### src/rtl/regbank_mp.sv
// Multi-port register bank: NUM_RD combinational read ports, a general and a link
// write port, optional same-cycle write bypass and a per-register pending scoreboard.
module regbank_mp #(
  parameter int DATA_W   = 32,
  parameter int NUM_REGS = 32,
  parameter int ADDR_W   = $clog2(NUM_REGS),
  parameter int NUM_RD   = 3,
  parameter int LINK_REG = NUM_REGS - 1,
  parameter bit BYPASS   = 1'b1
) (
  input  logic                     i_clk,
  input  logic                     i_reset,
  input  logic                     i_wr_en,
  input  logic [ADDR_W-1:0]        i_wr_addr,
  input  logic [DATA_W-1:0]        i_wr_data,
  input  logic                     i_link_en,
  input  logic [DATA_W-1:0]        i_link_data,
  input  logic [NUM_RD*ADDR_W-1:0] i_rd_addr,
  output logic [NUM_RD*DATA_W-1:0] o_rd_data,
  output logic [NUM_RD-1:0]        o_rd_busy,
  input  logic                     i_pend_set,
  input  logic [ADDR_W-1:0]        i_pend_addr,
  output logic                     o_pend_any
);

  logic [DATA_W-1:0]   r_regs [NUM_REGS];
  logic [NUM_REGS-1:0] r_pending;
  logic [NUM_REGS-1:0] w_clr;
  logic [NUM_REGS-1:0] w_set;

  // Index 0 is never written, set or cleared, so it stays at its reset value.
  always_comb begin
    w_clr = '0;
    w_set = '0;
    for (int i = 1; i < NUM_REGS; i++) begin
      w_clr[i] = (i_wr_en && (i_wr_addr == ADDR_W'(i))) || (i_link_en && (i == LINK_REG));
      w_set[i] = i_pend_set && (i_pend_addr == ADDR_W'(i));
    end
  end

  always_ff @(posedge i_clk or negedge i_reset) begin
    if (!i_reset) begin
      for (int i = 0; i < NUM_REGS; i++) r_regs[i] <= '0;
      r_pending <= '0;
    end else begin
      for (int i = 1; i < NUM_REGS; i++) begin
        if (i_link_en && (i == LINK_REG)) r_regs[i] <= i_link_data;
        else if (i_wr_en && (i_wr_addr == ADDR_W'(i))) r_regs[i] <= i_wr_data;
      end
      // A newly issued destination owns the register even if it is written this edge.
      r_pending <= w_set | (r_pending & ~w_clr);
    end
  end

  assign o_pend_any = |r_pending;

  always_comb begin
    logic [ADDR_W-1:0] v_a;
    logic [DATA_W-1:0] v_d;
    logic              v_b;
    o_rd_data = '0;
    o_rd_busy = '0;
    v_a = '0;
    v_d = '0;
    v_b = 1'b0;
    for (int k = 0; k < NUM_RD; k++) begin
      v_a = i_rd_addr[k*ADDR_W +: ADDR_W];
      v_d = r_regs[v_a];
      v_b = r_pending[v_a];
      if (BYPASS) begin
        if (i_link_en && (v_a == ADDR_W'(LINK_REG))) v_d = i_link_data;
        else if (i_wr_en && (v_a == i_wr_addr))     v_d = i_wr_data;
        if (w_clr[v_a]) v_b = 1'b0;
      end
      if ((v_a == '0) || !i_reset) begin
        v_d = '0;
        v_b = 1'b0;
      end
      o_rd_data[k*DATA_W +: DATA_W] = v_d;
      o_rd_busy[k]                  = v_b;
    end
  end

endmodule

### config.mk
export PLATFORM = sky130hd
export DESIGN_NAME = regbank_mp
export DESIGN_NICKNAME = d
export VERILOG_FILES = /design/src/rtl/regbank_mp.sv
export SDC_FILE = /design/constraint.sdc
export NUM_CORES = 2
export LEC_CHECK = 0
export BUFFER_PORTS_ARGS = -buffer_cell sky130_fd_sc_hd__buf_2
export CAP_MARGIN = 40
export CORE_MARGIN = 2
export CORE_UTILIZATION = 55
export CTS_BUF_LIST = sky130_fd_sc_hd__clkbuf_4 sky130_fd_sc_hd__clkbuf_8 sky130_fd_sc_hd__clkbuf_16
export DETAILED_ROUTE_END_ITERATION = 8
export PLACE_DENSITY = 0.75
export SLEW_MARGIN = 5
export SYNTH_ARGS = -nofsm -noshare
export SYNTH_HDL_FRONTEND = slang
export SYNTH_SLANG_ARGS = --single-unit
### constraint.sdc
create_clock -name i_clk -period 2 [get_ports i_clk]
set_clock_uncertainty 0.1 [all_clocks]
set_input_delay 0.2 -clock i_clk [delete_from_list [all_inputs] [get_ports i_clk]]
set_output_delay 0.2 -clock i_clk [all_outputs]
set_load 0.01 [all_outputs]
==> results.json <==
{
  "track_usage_pct": 44.8,
  "io_buffers": 193,
  "antenna_found_initial": 11,
  "coreArea_mm2": 0.118,
  "dr.first_iter.drc_count": 9691,
  "clk-insertion-delay-late_ns": 0.73,
  "cp.arrival_ns": 2.83,
  "cts_buffers": 110,
  "timing.final.crit_share_pct": 156,
  "cts_sinks": 1023,
  "slew_headroom_pct": 30.6,
  "die_area_mm2": 0.121,
  "worstPathRequired_ns": 1.70,
  "synth_edf_count": 0,
  "violations": "design-rule violations, negative setup slack",
  "grt_pass1_vias": 57206,
  "hold_class": "in2reg",
  "start_util_pct": 55.3,
  "final_cell_mix": "dfrtp_1, mux2_2, buf_4",
  "p_leak_uw": 0.0356,
  "grt_max_degree": 146,
  "ys_warn_count": 32,
  "seq_area_frac_synth_pct": 39.4,
  "finalNonFillerCells": 7393,
  "pre_cts_ws_ns": -0.857,
  "die_w_um": 348,
  "maxCapViolCount": 0,
  "syn_avg_cell_area_um2": 13.2,
  "cts-root-buf": "clkbuf_16",
  "path_max_fanout": 2,
  "postSynthCellCount": 4927,
  "max-vdd-ir-drop_mv": 0.716,
  "yosys_most_used_dff": "dfrtp_1",
  "remaining_drc_errors": 5,
  "mostFrequentLayoutCell": "dfrtp_1",
  "vias_per_cell": 7.75,
  "postRouteAntennaNets": 0,
  "h-tree-depth": 3,
  "drive_above_1_share_pct": 59.5,
  "dp_hpwl_um": 178000,
  "finalWorstSetupSlack_ns": -1.13,
  "synthToLayoutAreaGrowth_pct": 26.8,
  "status": "finished with violations",
  "vias": 57328,
  "final_nets": 5862,
  "max_freq_mhz": 320,
  "async_reset_ff_share_pct": 100,
  "endpoint_kind": "primary output",
  "syn-cell-area_mm2": 0.0650,
  "grt_setup_unrepaired": "yes",
  "worst_pin_slew_ns": 1.04,
  "grt_overflow": 0,
  "synth_fp_nets": 5021,
  "final-hold-violation-count": 0,
  "crit_type": "reg2out",
  "yosysUniqueCellTypes": 86,
  "startpoint_type": "flop",
  "final-max-slew-violation-count": 0,
  "ioPinCount": 194,
  "wire_per_inst_um": 36.9,
  "clkTransAtPathRegs_ns": 0.06,
  "ys_seq_elements": 1023,
  "cts_buffer_depth": 3,
  "num_rows": 126,
  "die_y_um": 348,
  "numPlacedInstances": 7006,
  "finalSetupTns_ns": -81.67,
  "finalWorstPathRequiredPeriod_ns": 3.13,
  "drt-pass1-iter-count": 9,
  "grt_pass1_wl_um": 393000,
  "globalplace.congestion": 1.02,
  "cts_tree": "yes",
  "setup_viol": 100,
  "drt_wl_total_um": 273000,
  "powerDensity_mw_per_mm2": 872
}
[sequential cells by signal, summed over array words and instances, names as in the netlist]
name	cells
r_pending	31
r_regs	992
[worst max-delay path: stages (launching register included)]
cell      delay [ns]
dfrtp_1         0.39
mux4_2          0.51
nand2_2         0.08
o21ai_2         0.07
a222oi_1        0.58
nand2_2         0.25
buf_2           0.22
[metal layers]
metal | global-route usage [%] | up-vias | share of wire, %
met4 | 32.5 | 22 | 9.4
met1 | 55.4 | 28550 | 33
met3 | 21.8 | 1825 | 17
met2 | 60.8 | 5908 | 41
li1 | - | 21023 | -
met5 | 0.720 | - | 0.10
[final cells by class]
class / instances / area [um2]
Antenna cell: 6 / 15.0
Inverter: 13 / 52.6
Multi-Input combinational cell: 3342 / 38900
Fill cell: 7208 / 35200
Clock buffer: 163 / 3340
Sequential cell: 1023 / 25600
Clock inverter: 32 / 317
Tap cell: 1536 / 1920
Timing Repair Buffer: 1278 / 12300
[report_power, final]
group	switching, uW	internal [uW]	total (uW)
clock network	9040	12100	21200
logic	9460	12500	22000
registers	4060	24700	28800
[cells by family (layout without fill, tap and decap cells)]
group                     after synthesis  in the layout  share of synthesized area (%)
DFF                                  1023           1023                           39.4
muxes                                1799           1799                           42.9
other                                   0              6                              0
and+or+nand+nor                       865            865                           5.76
buffers and inverters                 562           1486                           4.23
AOI/OAI and AO/OA                     663            663                           7.54
xor gates and xnor gates               15             15                          0.202
[through the flow]
stage | area, um2 | power [uW] | util (%) | hold WS, ns
final | 82400 | 71900 | 70.1 | 0.0262
after global routing | 82400 | 73800 | 70.1 | 0.0301
after CTS | 81400 | 70000 | 69.2 | 0.00298
after detailed placement | 75400 | 48000 | 64.1 | 0.227
after global placement | 75400 | 47000 | 64.1 | 0.225
after floorplan | 66200 | 40500 | - | -0.196
[timing repair]
item | in CTS | in global routing
resized for setup | 219 | 159
hold buffers | 92 | 0
setup buffers | 70 | 31
pin swaps | 155 | 103
setup endpoints to repair | 100 | 165
hold endpoints to repair | 537 | 0
[Yosys cell counts, drive strengths merged (13+ instances only)]
cell type | count | share of area [%]
nor2b | 18 | 0.17
nand2b | 13 | 0.14
xnor2 | 13 | 0.18
o211ai | 53 | 0.61
o221ai | 48 | 0.65
o21ai | 97 | 0.75
a21oi | 45 | 0.35
nand4 | 14 | 0.16
buf | 325 | 2.9
mux4 | 687 | 24
a211oi | 17 | 0.20
a32oi | 17 | 0.23
nor3 | 50 | 0.38
nor2 | 197 | 1.2
nand2 | 486 | 2.8
clkbuf | 224 | 1.3
a221oi | 62 | 0.84
mux2 | 1018 | 18
nand3 | 24 | 0.18
a221o | 33 | 0.51
a22oi | 165 | 1.9
mux2i | 94 | 1.4
dfrtp | 1023 | 39
nor4 | 23 | 0.23
a222oi | 15 | 0.23
o22ai | 65 | 0.63
[final timing paths]
| check | from | endpoint | slack [ns] | cells past startpoint |
|---|---|---|---|---|
| min in group asynchronous | i_reset | r_pending[31]$_DFF_PN0_ | 0.08 | 4 |
| worst max register to register | r_regs[30]$_DFFE_PN0P_ | r_regs[30]$_DFFE_PN0P_ | 0.28 | 5 |
| worst max-delay path | r_regs[649]$_DFFE_PN0P_ | o_rd_data[9] | -1.13 | 6 |
| worst min-delay path | i_link_en | r_regs[6]$_DFFE_PN0P_ | 0.03 | 3 |
| worst min register to register | r_regs[272]$_DFFE_PN0P_ | r_regs[272]$_DFFE_PN0P_ | 0.42 | 2 |
| max in group asynchronous | i_reset | r_pending[23]$_DFF_PN0_ | 0.23 | 5 |
No activity file was read; power rests on OpenSTA's default activity.
